--- src/rtl/norm_writeback_if.sv ---
// Normalization-output stream and result-BRAM write port bundle for norm_writeback.
interface norm_writeback_if #(
  parameter int DESIGN_SIZE = 4,
  parameter int DWIDTH      = 8,
  parameter int ADDR_WIDTH  = 10,
  parameter int MASK_WIDTH  = DESIGN_SIZE
);
  logic                          enable_writeback;
  logic [ADDR_WIDTH-1:0]         start_addr;
  logic [ADDR_WIDTH-1:0]         address_stride;
  logic                          in_data_available;
  logic [DESIGN_SIZE*DWIDTH-1:0] inp_data;
  logic [MASK_WIDTH-1:0]         validity_mask;
  logic                          done_norm;
  logic                          bram_en;
  logic [DESIGN_SIZE-1:0]        bram_we;
  logic [ADDR_WIDTH-1:0]         bram_addr;
  logic [DESIGN_SIZE*DWIDTH-1:0] bram_wdata;
  logic                          done_writeback;
  logic                          extra_col_err;

  // Upstream/controller side: drives the column stream, observes the BRAM port.
  modport master (
    output enable_writeback, start_addr, address_stride, in_data_available,
           inp_data, validity_mask, done_norm,
    input  bram_en, bram_we, bram_addr, bram_wdata, done_writeback, extra_col_err
  );

  // Writer side.
  modport slave (
    input  enable_writeback, start_addr, address_stride, in_data_available,
           inp_data, validity_mask, done_norm,
    output bram_en, bram_we, bram_addr, bram_wdata, done_writeback, extra_col_err
  );
endinterface

--- src/rtl/norm_writeback.sv ---
// Writes one DESIGN_SIZE-column tile from the normalization stream into BRAM
// at strided addresses, masking lanes, and signals completion once the tile
// is written and the upstream done has been seen.
module norm_writeback #(
  parameter int DESIGN_SIZE = 4,
  parameter int DWIDTH      = 8,
  parameter int ADDR_WIDTH  = 10,
  parameter int MASK_WIDTH  = DESIGN_SIZE
) (
  input logic            clk,
  input logic            reset,
  norm_writeback_if.slave nw
);
  localparam int COL_W = DESIGN_SIZE * DWIDTH;
  localparam int CNT_W = $clog2(DESIGN_SIZE + 1);

  typedef enum logic [1:0] {IDLE, WRITE, WAIT_DONE, DONE} state_t;

  state_t                 state_q, state_d;
  logic [CNT_W-1:0]       col_cnt_q, col_cnt_d;
  logic [ADDR_WIDTH-1:0]  stride_q, stride_d;
  logic [ADDR_WIDTH-1:0]  next_addr_q, next_addr_d;
  logic                   done_seen_q, done_seen_d;
  logic                   err_q, err_d;
  logic                   bram_en_q, bram_en_d;
  logic [DESIGN_SIZE-1:0] bram_we_q, bram_we_d;
  logic [ADDR_WIDTH-1:0]  bram_addr_q, bram_addr_d;
  logic [COL_W-1:0]       bram_wdata_q, bram_wdata_d;

  logic                   capture;
  logic [ADDR_WIDTH-1:0]  cap_addr;
  logic [CNT_W-1:0]       cnt_base;

  // Masked lanes are driven to zero so the BRAM never sees stale lane data.
  function automatic logic [COL_W-1:0] mask_lanes(input logic [COL_W-1:0] data,
                                                  input logic [MASK_WIDTH-1:0] mask);
    logic [COL_W-1:0] r;
    r = '0;
    for (int i = 0; i < DESIGN_SIZE; i++) begin
      if (mask[i]) r[i*DWIDTH +: DWIDTH] = data[i*DWIDTH +: DWIDTH];
    end
    return r;
  endfunction

  // Next-state, column capture and write-port computation.
  always_comb begin
    state_d      = state_q;
    col_cnt_d    = col_cnt_q;
    stride_d     = stride_q;
    next_addr_d  = next_addr_q;
    done_seen_d  = done_seen_q;
    err_d        = err_q;
    bram_en_d    = 1'b0;
    bram_we_d    = '0;
    bram_addr_d  = bram_addr_q;
    bram_wdata_d = bram_wdata_q;
    capture      = 1'b0;
    cap_addr     = next_addr_q;
    cnt_base     = col_cnt_q;

    if (!nw.enable_writeback) begin
      // Disable abandons everything and returns the port to its reset image.
      state_d      = IDLE;
      col_cnt_d    = '0;
      stride_d     = '0;
      next_addr_d  = '0;
      done_seen_d  = 1'b0;
      err_d        = 1'b0;
      bram_addr_d  = '0;
      bram_wdata_d = '0;
    end else begin
      case (state_q)
        IDLE: begin
          col_cnt_d   = '0;
          done_seen_d = 1'b0;
          err_d       = 1'b0;
          if (nw.in_data_available) begin
            capture     = 1'b1;
            cnt_base    = '0;
            stride_d    = nw.address_stride;
            cap_addr    = nw.start_addr;
            done_seen_d = nw.done_norm;
          end
        end
        WRITE: begin
          done_seen_d = done_seen_q | nw.done_norm;
          if (nw.in_data_available) capture = 1'b1;
        end
        WAIT_DONE: begin
          done_seen_d = done_seen_q | nw.done_norm;
          if (nw.done_norm) state_d = DONE;
          if (nw.in_data_available) err_d = 1'b1;
        end
        DONE: begin
          done_seen_d = done_seen_q | nw.done_norm;
          if (nw.in_data_available) err_d = 1'b1;
        end
        default: state_d = IDLE;
      endcase

      if (capture) begin
        bram_en_d    = 1'b1;
        bram_we_d    = nw.validity_mask;
        bram_addr_d  = cap_addr;
        bram_wdata_d = mask_lanes(nw.inp_data, nw.validity_mask);
        next_addr_d  = cap_addr + stride_d;
        col_cnt_d    = cnt_base + 1'b1;
        if (col_cnt_d == CNT_W'(DESIGN_SIZE)) begin
          state_d = done_seen_d ? DONE : WAIT_DONE;
        end else begin
          state_d = WRITE;
        end
      end
    end
  end

  // State, address generator and registered BRAM write port.
  always_ff @(posedge clk or posedge reset) begin
    if (reset) begin
      state_q      <= IDLE;
      col_cnt_q    <= '0;
      stride_q     <= '0;
      next_addr_q  <= '0;
      done_seen_q  <= 1'b0;
      err_q        <= 1'b0;
      bram_en_q    <= 1'b0;
      bram_we_q    <= '0;
      bram_addr_q  <= '0;
      bram_wdata_q <= '0;
    end else begin
      state_q      <= state_d;
      col_cnt_q    <= col_cnt_d;
      stride_q     <= stride_d;
      next_addr_q  <= next_addr_d;
      done_seen_q  <= done_seen_d;
      err_q        <= err_d;
      bram_en_q    <= bram_en_d;
      bram_we_q    <= bram_we_d;
      bram_addr_q  <= bram_addr_d;
      bram_wdata_q <= bram_wdata_d;
    end
  end

  assign nw.bram_en        = bram_en_q;
  assign nw.bram_we        = bram_we_q;
  assign nw.bram_addr      = bram_addr_q;
  assign nw.bram_wdata     = bram_wdata_q;
  assign nw.done_writeback = (state_q == DONE);
  assign nw.extra_col_err  = err_q;
endmodule
--- src/flat_wrapper.sv ---
// flat-port wrapper written by rule: the top's interface ports become plain ports
module norm_writeback_flat 
#(
  parameter int DESIGN_SIZE = 4,
  parameter int DWIDTH      = 8,
  parameter int ADDR_WIDTH  = 10,
  parameter int MASK_WIDTH  = DESIGN_SIZE
)
  (clk, reset, nw_enable_writeback, nw_start_addr, nw_address_stride, nw_in_data_available, nw_inp_data, nw_validity_mask, nw_done_norm, nw_bram_en, nw_bram_we, nw_bram_addr, nw_bram_wdata, nw_done_writeback, nw_extra_col_err);
  norm_writeback_if #(.DESIGN_SIZE(DESIGN_SIZE), .DWIDTH(DWIDTH), .ADDR_WIDTH(ADDR_WIDTH), .MASK_WIDTH(MASK_WIDTH)) nw_i ();
  input logic clk;
  input logic reset;
  input wire logic [$bits(nw_i.enable_writeback)-1:0] nw_enable_writeback;
  input wire logic [$bits(nw_i.start_addr)-1:0] nw_start_addr;
  input wire logic [$bits(nw_i.address_stride)-1:0] nw_address_stride;
  input wire logic [$bits(nw_i.in_data_available)-1:0] nw_in_data_available;
  input wire logic [$bits(nw_i.inp_data)-1:0] nw_inp_data;
  input wire logic [$bits(nw_i.validity_mask)-1:0] nw_validity_mask;
  input wire logic [$bits(nw_i.done_norm)-1:0] nw_done_norm;
  output wire logic [$bits(nw_i.bram_en)-1:0] nw_bram_en;
  output wire logic [$bits(nw_i.bram_we)-1:0] nw_bram_we;
  output wire logic [$bits(nw_i.bram_addr)-1:0] nw_bram_addr;
  output wire logic [$bits(nw_i.bram_wdata)-1:0] nw_bram_wdata;
  output wire logic [$bits(nw_i.done_writeback)-1:0] nw_done_writeback;
  output wire logic [$bits(nw_i.extra_col_err)-1:0] nw_extra_col_err;
  assign nw_i.enable_writeback = nw_enable_writeback;
  assign nw_i.start_addr = nw_start_addr;
  assign nw_i.address_stride = nw_address_stride;
  assign nw_i.in_data_available = nw_in_data_available;
  assign nw_i.inp_data = nw_inp_data;
  assign nw_i.validity_mask = nw_validity_mask;
  assign nw_i.done_norm = nw_done_norm;
  assign nw_bram_en = nw_i.bram_en;
  assign nw_bram_we = nw_i.bram_we;
  assign nw_bram_addr = nw_i.bram_addr;
  assign nw_bram_wdata = nw_i.bram_wdata;
  assign nw_done_writeback = nw_i.done_writeback;
  assign nw_extra_col_err = nw_i.extra_col_err;
  norm_writeback #(.DESIGN_SIZE(DESIGN_SIZE), .DWIDTH(DWIDTH), .ADDR_WIDTH(ADDR_WIDTH), .MASK_WIDTH(MASK_WIDTH)) u_core (.clk(clk), .reset(reset), .nw(nw_i));
endmodule
--- config.mk ---
export PLATFORM = sky130hd
export DESIGN_NAME = norm_writeback_flat
export DESIGN_NICKNAME = d
export VERILOG_FILES = /design/src/rtl/norm_writeback_if.sv /design/src/rtl/norm_writeback.sv /design/src/flat_wrapper.sv
export SDC_FILE = /design/constraint.sdc
export NUM_CORES = 1
export LEC_CHECK = 0
export CAP_MARGIN = 40
export CORE_UTILIZATION = 50
export CTS_BUF_LIST = sky130_fd_sc_hd__clkbuf_4 sky130_fd_sc_hd__clkbuf_8 sky130_fd_sc_hd__clkbuf_16
export DETAILED_ROUTE_END_ITERATION = 8
export GPL_ROUTABILITY_DRIVEN = 0
export PLACE_DENSITY = 0.89
export SYNTH_ARGS = -nofsm -noshare
export SYNTH_HDL_FRONTEND = slang
export SYNTH_SLANG_ARGS = --single-unit
--- constraint.sdc ---
create_clock -name clk -period 6.9 [get_ports clk]
set_input_delay 2.07 -clock clk [delete_from_list [all_inputs] [get_ports clk]]
set_output_delay 2.07 -clock clk [all_outputs]
set_load 0.01 [all_outputs]
==> reports/metrics.json <==
{
  "tightest_slew_ns": 0.761,
  "swShare": 0.270,
  "final_cell_mix": "109 x clkdlybuf4s50_1, 74 x dfrtp_1, 33 x nand2_1, 32 x a22o_1, 12 x o21ai_0",
  "grtUsageTotal": 0.239,
  "fin_crit_ns": 5.00,
  "peakVddDrop_v": 0.000163,
  "area_of_the_multi_input_gates_sq_um": 1580,
  "hold_path_depth": 1,
  "report.final.setup_viol": 0,
  "placed_cells_incl_taps": 505,
  "fillCellCount": 520,
  "final_antenna_net_count": 0,
  "layout.cells.non_filler": 521,
  "pre_cts_ws_ns": 1.51,
  "htree_num_levels": 3,
  "die_height_um": 87.1,
  "timing.final.max_slew_violations": 0,
  "wl_mm": 8.64,
  "syn_avg_cell_area_sq_um": 11.4,
  "tritoncts": "built",
  "drt_iter0_drc": 115,
  "dieWidth_um": 87.1,
  "via_count_of_the_first_global_routing_pass": 2837,
  "cp_slowest_stage_delay_ns": 0.71,
  "yosysWarnings": 0,
  "critical_path.endpoint_type": "register",
  "worstPathArrival_ns": 5.26,
  "synth_largest_type_area_fraction": 0.511,
  "timing.final.hold_violations": 0,
  "antenna-diode-count": 0,
  "startpoint_type": "primary input",
  "layout.nets": 493,
  "mappedNetlistNets": 391,
  "p_switching_mw": 0.271,
  "firstDrtPassIters": 4,
  "seqCellArea_sq_um": 1850,
  "seqPwrFrac": 0.468,
  "power_density_nw_per_um2": 204,
  "cts_resized": 0,
  "cts_made_buffers": 9,
  "worstPathCellList": "clkdlybuf4s50_1 > nor3b_4 > buf_4 > mux2_2 > ha_1 > a21oi_1 > o21ai_0 > or2_1 > o211ai_1",
  "grt_first_pass_wirelength_mm": 13.8,
  "synth_cells": 318,
  "design.core.area_sq_um": 6910,
  "hpwl_mm": 6.07,
  "setup_slack_ns": 1.90,
  "maxClockFrequency_ghz": 0.200,
  "total_of_flip_flops_plus_latches_after_synthesis": 74,
  "status": "completed",
  "detail_route.drc_violations": 0,
  "cts-root-buf": "clkbuf_8",
  "clock_power_share": 0.336,
  "leakagePower_nw": 2.24,
  "rr_worst_depth": 8,
  "post_drt_via_cell_ratio": 5.50,
  "final.setup.tns_ns": 0,
  "relative_slew_slack": 0.492,
  "synth_area_leaders": "dfrtp_1 51%, a22o_1 7.7%, ha_1 3.8%",
  "final.setup_skew_ns": 0.00588,
  "grt_overflow": 0,
  "grt_start_max_net_pins": 48,
  "initial_antenna_violation_count": 0,
  "dominantRegCellSynth": "dfrtp_1",
  "path_clk_slew_ns": 0.07,
  "hold_path.class": "reg2reg",
  "layout-area-overhead-vs-synth_pct": 36.2,
  "crit_path_max_fanout": 13,
  "cell_internal_power_mw": 0.734,
  "async_flop_share": 1.00,
  "max_cap_viol_count": 0,
  "wl_per_cell_um": 16.6,
  "floorplan.io_pins": 110,
  "period_share": 0.725,
  "clkLatencyLatePin_ns": 0.35,
  "std_cell_rows": 30,
  "setup.worst_path.class": "in2reg",
  "clock_sinks": 74,
  "io_buffer_count": 109,
  "synth-seq-area-share": 0.511,
  "fp.dieArea_sq_um": 7590,
  "starting_density": 0.525,
  "number_of_enable_type_register_cells_in_the_synthesized_netlist": 0,
  "critical_path_required_ns": 7.16,
  "synth.largest_area_cell": "dfrtp_1",
  "number_of_vias_after_detailed_routing": 2864,
  "clock_tree.buffer_depth": 2,
  "comb_power_share": 0.197,
  "netlist-cell-type-count": 44,
  "synthesis.area_sq_um": 3620,
  "layout_commonest_cell": "clkdlybuf4s50_1",
  "proportion_of_layout_cells_with_a_drive_suffix_above_1": 0.113,
  "rsz_0062_raised_after_global_routing": "no",
  "buffer_count_from_post_cts_setup_fixing": 0,
  "cts-hold-fix-buffers": 0,
  "critical_path.slowest_cell": "nor3b_4"
}
[per-layer routing]
layer  vias to the layer above  routed length (um)  global-route usage
met3                        13                 749              0.0512
met5                         -                   0                   0
met2                       128                4070               0.383
li1                       1339                   -                   -
met1                      1384                3710               0.311
met4                         0                 112               0.109
[sequential cells by signal, indices dropped and copies added, names as in the netlist]
signal / flops
u_core.nw.bram_we: 4
u_core.col_cnt_q: 3
u_core.next_addr_q: 10
u_core.state_q: 2
u_core.done_seen_q: 1
u_core.stride_q: 10
u_core.nw.bram_addr: 10
u_core.nw.extra_col_err: 1
u_core.nw.bram_en: 1
u_core.nw.bram_wdata: 32
[logic make-up (layout without fill, tap and decap cells)]
logic type               count (synthesis)  count (layout)  share of synthesized area
AO/OA/AOI/OAI                           94              94                      0.200
XOR/XNOR                                 3               3                    0.00725
adder cells (fa/ha/maj)                 12              12                     0.0435
buffers and inverters                   34             141                     0.0546
flip-flops                              74              74                      0.511
multiplexers                            22              22                     0.0725
AND/OR/NAND/NOR                         79              79                      0.111
[power by group through the flow]
stage               sequential (mW)  combinational (mW)  clock (mW)
finish                        0.470               0.198       0.337
detailed placement            0.479               0.197           0
global route                  0.473               0.215       0.361
floorplan                     0.481               0.111           0
global placement              0.477               0.189           0
CTS                           0.470               0.198       0.345
[through the flow]
step / area, sq um / power [mW] / hold WS [ns] / utilization
2_1_floorplan: 3620 / 0.591 / 0.494 / -
3_3_place_gp: 4710 / 0.666 / 0.487 / 0.682
3_5_place_dp: 4740 / 0.676 / 0.490 / 0.686
4_1_cts: 4940 / 1.01 / 0.511 / 0.715
5_1_grt: 4940 / 1.05 / 0.517 / 0.715
6_report: 4940 / 1.00 / 0.509 / 0.715
[worst paths after layout]
| path | from | end | slack, ns |
|---|---|---|---|
| setup / recovery | nw_in_data_available | u_core.next_addr_q[9]$_DFFE_PP0P_ | 1.90 |
| hold / removal | u_core.nw.bram_wdata[8]$_DFFE_PP0P_ | u_core.nw.bram_wdata[8]$_DFFE_PP0P_ | 0.51 |
| setup reg to reg | u_core.state_q[0]$_DFFE_PP0P_ | u_core.next_addr_q[9]$_DFFE_PP0P_ | 3.71 |
| hold reg to reg | u_core.nw.bram_wdata[8]$_DFFE_PP0P_ | u_core.nw.bram_wdata[8]$_DFFE_PP0P_ | 0.51 |
| max in group asynchronous | reset | u_core.nw.bram_wdata[15]$_DFFE_PP0P_ | 3.73 |
| min in group asynchronous | reset | u_core.nw.bram_wdata[4]$_DFFE_PP0P_ | 2.17 |
[layout make-up]
class | instances | share of cell area
Multi-Input combinational cell | 210 | 0.319
Clock inverter | 6 | 0.0137
Tap cell | 96 | 0.0243
Inverter | 10 | 0.00760
Timing Repair Buffer | 115 | 0.233
Sequential cell | 74 | 0.375
Clock buffer | 10 | 0.0266
[synthesized netlist by cell type, drive strengths merged (2+ instances only)]
cell type / instances
o211ai: 3
a211oi: 2
a21o: 3
o211a: 3
xnor2: 2
a22oi: 2
and2: 11
a22o: 32
o21ai: 12
and3: 7
nand2: 33
o21a: 3
inv: 10
ha: 11
nor2b: 9
mux2i: 6
a21boi: 18
buf: 16
a21oi: 11
clkbuf: 8
dfrtp: 74
mux2: 16
nand3: 5
nor2: 6
[critical path: cells and delay by family]
kind / cells / cell delay, ns
buffers and inverters: 2 / 0.98
AND/OR/NAND/NOR: 2 / 0.93
AO/OA/AOI/OAI: 3 / 0.59
multiplexers: 1 / 0.37
adder cells (fa/ha/maj): 1 / 0.33
(Power assumes the default switching activity.)
==> edit: new RTL, config.mk and constraints unchanged <==
Encoding of `state_t`: now Gray code (2 bits for 4 states).
--- a/src/rtl/norm_writeback.sv
+++ b/src/rtl/norm_writeback.sv
@@ -14,7 +14,7 @@
   localparam int COL_W = DESIGN_SIZE * DWIDTH;
   localparam int CNT_W = $clog2(DESIGN_SIZE + 1);
 
-  typedef enum logic [1:0] {IDLE, WRITE, WAIT_DONE, DONE} state_t;
+  typedef enum logic [1:0] {IDLE = 2'b00, WRITE = 2'b01, WAIT_DONE = 2'b11, DONE = 2'b10} state_t;
 
   state_t                 state_q, state_d;
   logic [CNT_W-1:0]       col_cnt_q, col_cnt_d;
Formal check against the unedited RTL: no difference found for any inputs over 4 cycles, from zero or initial values and one cycle with reset high; so few cycles prove little.
==> edit against the unedited design <==
Largest power group unchanged. First-iteration DRC count is 7.8% lower. Synthesized area is 6.5% lower. Routed wire length is 10% lower. Core utilization is 2.0 points higher. Register-to-register slack worse by 0.12 ns. The flow now finishes with violations (DRC). Clock power is 2% higher. Global-route usage is 0.23 points lower. Total power is 0.31% lower. Setup slack worse by 0.19 ns. Sequential cell count stayed put. Sequential share of layout area is 1.5 points higher. Design area is 3.9% lower.
==> edit: results (changes against the unedited design) <==
- Met3 Usage GRT: 0.0669 (+0.0157)
- Seq/Total Area, Yosys: 0.547 (+0.0357)
- Initial antenna violation count: 0 (unchanged)
- Total wire length: 7770 microns (-10%)
- Iter 0 DRT Violations: 106 (-7.8%)
- # diodes: 0 (unchanged)
- Post-synthesis mux area share: 0.0739 (+0.00137)
- Slew margin rel.: 0.459 (-0.0332)
- Synth top cells by count: dfrtp_1, a22o_1, mux2_2, nand2_1, o21ai_0
- WL met3: 423 microns (-44%)
- DRC viols: 8 (+8)
- Total GRT Usage: 0.236 (-0.00233)
- Vias in the first global route: 2640 (-6.9%)
- Slowest CP cell: nor3_4
- Crit-path max cell delay: 0.63 ns (-0.08 ns)
- Worst Hold Path EP: u_core.nw.bram_addr[1]
- Met2 routed WL: 3900 microns (-4.3%)
- Hold depth: 2 (+1)
- Count of cell types in the netlist: 37 (-16%)
- Compound-Gate Fraction of Synth Area: 0.195 (-0.00525)
- Final nets: 460 (-6.7%)
- Postcts setup bufs: 0 (unchanged)
- Post_cts resized: 0 (unchanged)
- Mean Syn Cell Area: 12.0 sq um (+5.4%)
- Yosys warns: 0 (unchanged)
- Num CTS Buffers: 9 (unchanged)
- Worst-path clk slew: 0.07 ns (about the same)
- Top cells by area, synth: dfrtp_1, a22o_1, mux2_2
- Max VDD drop: 0.151 mV (-7.6%)
- Reg2reg end: u_core.next_addr_q[6]
- Path depth of the worst reg2reg path: 9 (+1)
- Syn Nets: 355 (-9.2%)
- GR Layer Usage met1: 0.299 (-0.0123)
- DR vias: 2615 (-8.7%)
- Met2 Use GR: 0.400 (+0.0172)
- Worst Min Path Start: u_core.nw.bram_addr[1]
- Clock skew: 0.00794 ns (+0.00206 ns)
- Int Pwr: 750 uW (+2.2%)
- DRT Pass-1 Iters: 6 (+2)
- Failing checks: DRC
- Share of layout cells above drive strength 1: 0.102 (-0.0109)
- Vias/cell: 5.58 (+1.4%)
- Max reg flops: 32 (unchanged)
- DP Wirelength: 5530 microns (-8.8%)
- Leak: 2.16 nW (-3.3%)
- Outcome: complete, but fails checks
- Synth Area in XOR/XNOR: 0.0181 (+0.0108)
- Pin count of the biggest net entering global routing: 52 (+8.3%)
- HP Class: flop to flop
- Worst r2r src: u_core.state_q[1]
- Synth async-reset ratio: 1.00 (unchanged)
- CP arrival: 5.43 ns (+0.17 ns)
- R2R setup slack: 3.59 ns (-0.12 ns)
- Metal-1 WL: 3350 microns (-9.7%)
- First-pass GRT wire length: 12900 microns (-6.6%)
- Placed insts: 453 (-10%)
- Critical path peak fanout: 13 (unchanged)
- Post-Synth Adder-Cell Area: 0.0465 (+0.00304)
[edit: final cells by class]
cell class | count | area (sq um)
Clock buffer | 12 | 159
Clock inverter | 4 | 48.8
Inverter | 8 | 30.0
Multi-Input combinational cell | 181 | 1420
Sequential cell | 74 | 1850
Fill cell | 447 | 1720
Tap cell | 77 | 96.3
Timing Repair Buffer | 113 | 1140
[edit: worst max path at each step]
stage | start | endpoint | slack, ns
2_1_floorplan | nw_in_data_available | u_core.next_addr_q[6] | 2.44
3_3_place_gp | nw_in_data_available | u_core.next_addr_q[6] | 1.47
3_5_place_dp | nw_in_data_available | u_core.next_addr_q[6] | 1.38
4_1_cts | nw_in_data_available | u_core.next_addr_q[6] | 1.74
5_1_grt | nw_in_data_available | u_core.next_addr_q[6] | 1.58
6_report | nw_in_data_available | u_core.next_addr_q[6] | 1.71
[edit: metrics by stage]
step | total power [mW] | setup slack, ns | area [sq um] | hold slack, ns
after detailed placement | 0.665 | 1.38 | 4540 | 0.474
after global placement | 0.657 | 1.47 | 4510 | 0.457
final | 1.00 | 1.71 | 4740 | 0.490
after floorplan | 0.580 | 2.44 | 3390 | 0.446
after global routing | 1.05 | 1.58 | 4740 | 0.512
after CTS | 1.01 | 1.74 | 4740 | 0.491
[edit: power by group through the flow]
stage / sequential, mW / combinational [mW] / clock, mW
floorplan: 0.481 / 0.0985 / 0
global placement: 0.478 / 0.179 / 0
detailed placement: 0.479 / 0.186 / 0
CTS: 0.471 / 0.188 / 0.353
global route: 0.474 / 0.204 / 0.373
finish: 0.471 / 0.186 / 0.344
[edit: worst min-delay path, stage by stage (launching register included)]
cell and delay [ns]:
dfrtp_1 0.35, nand2_1 0.04, o21ai_0 0.06
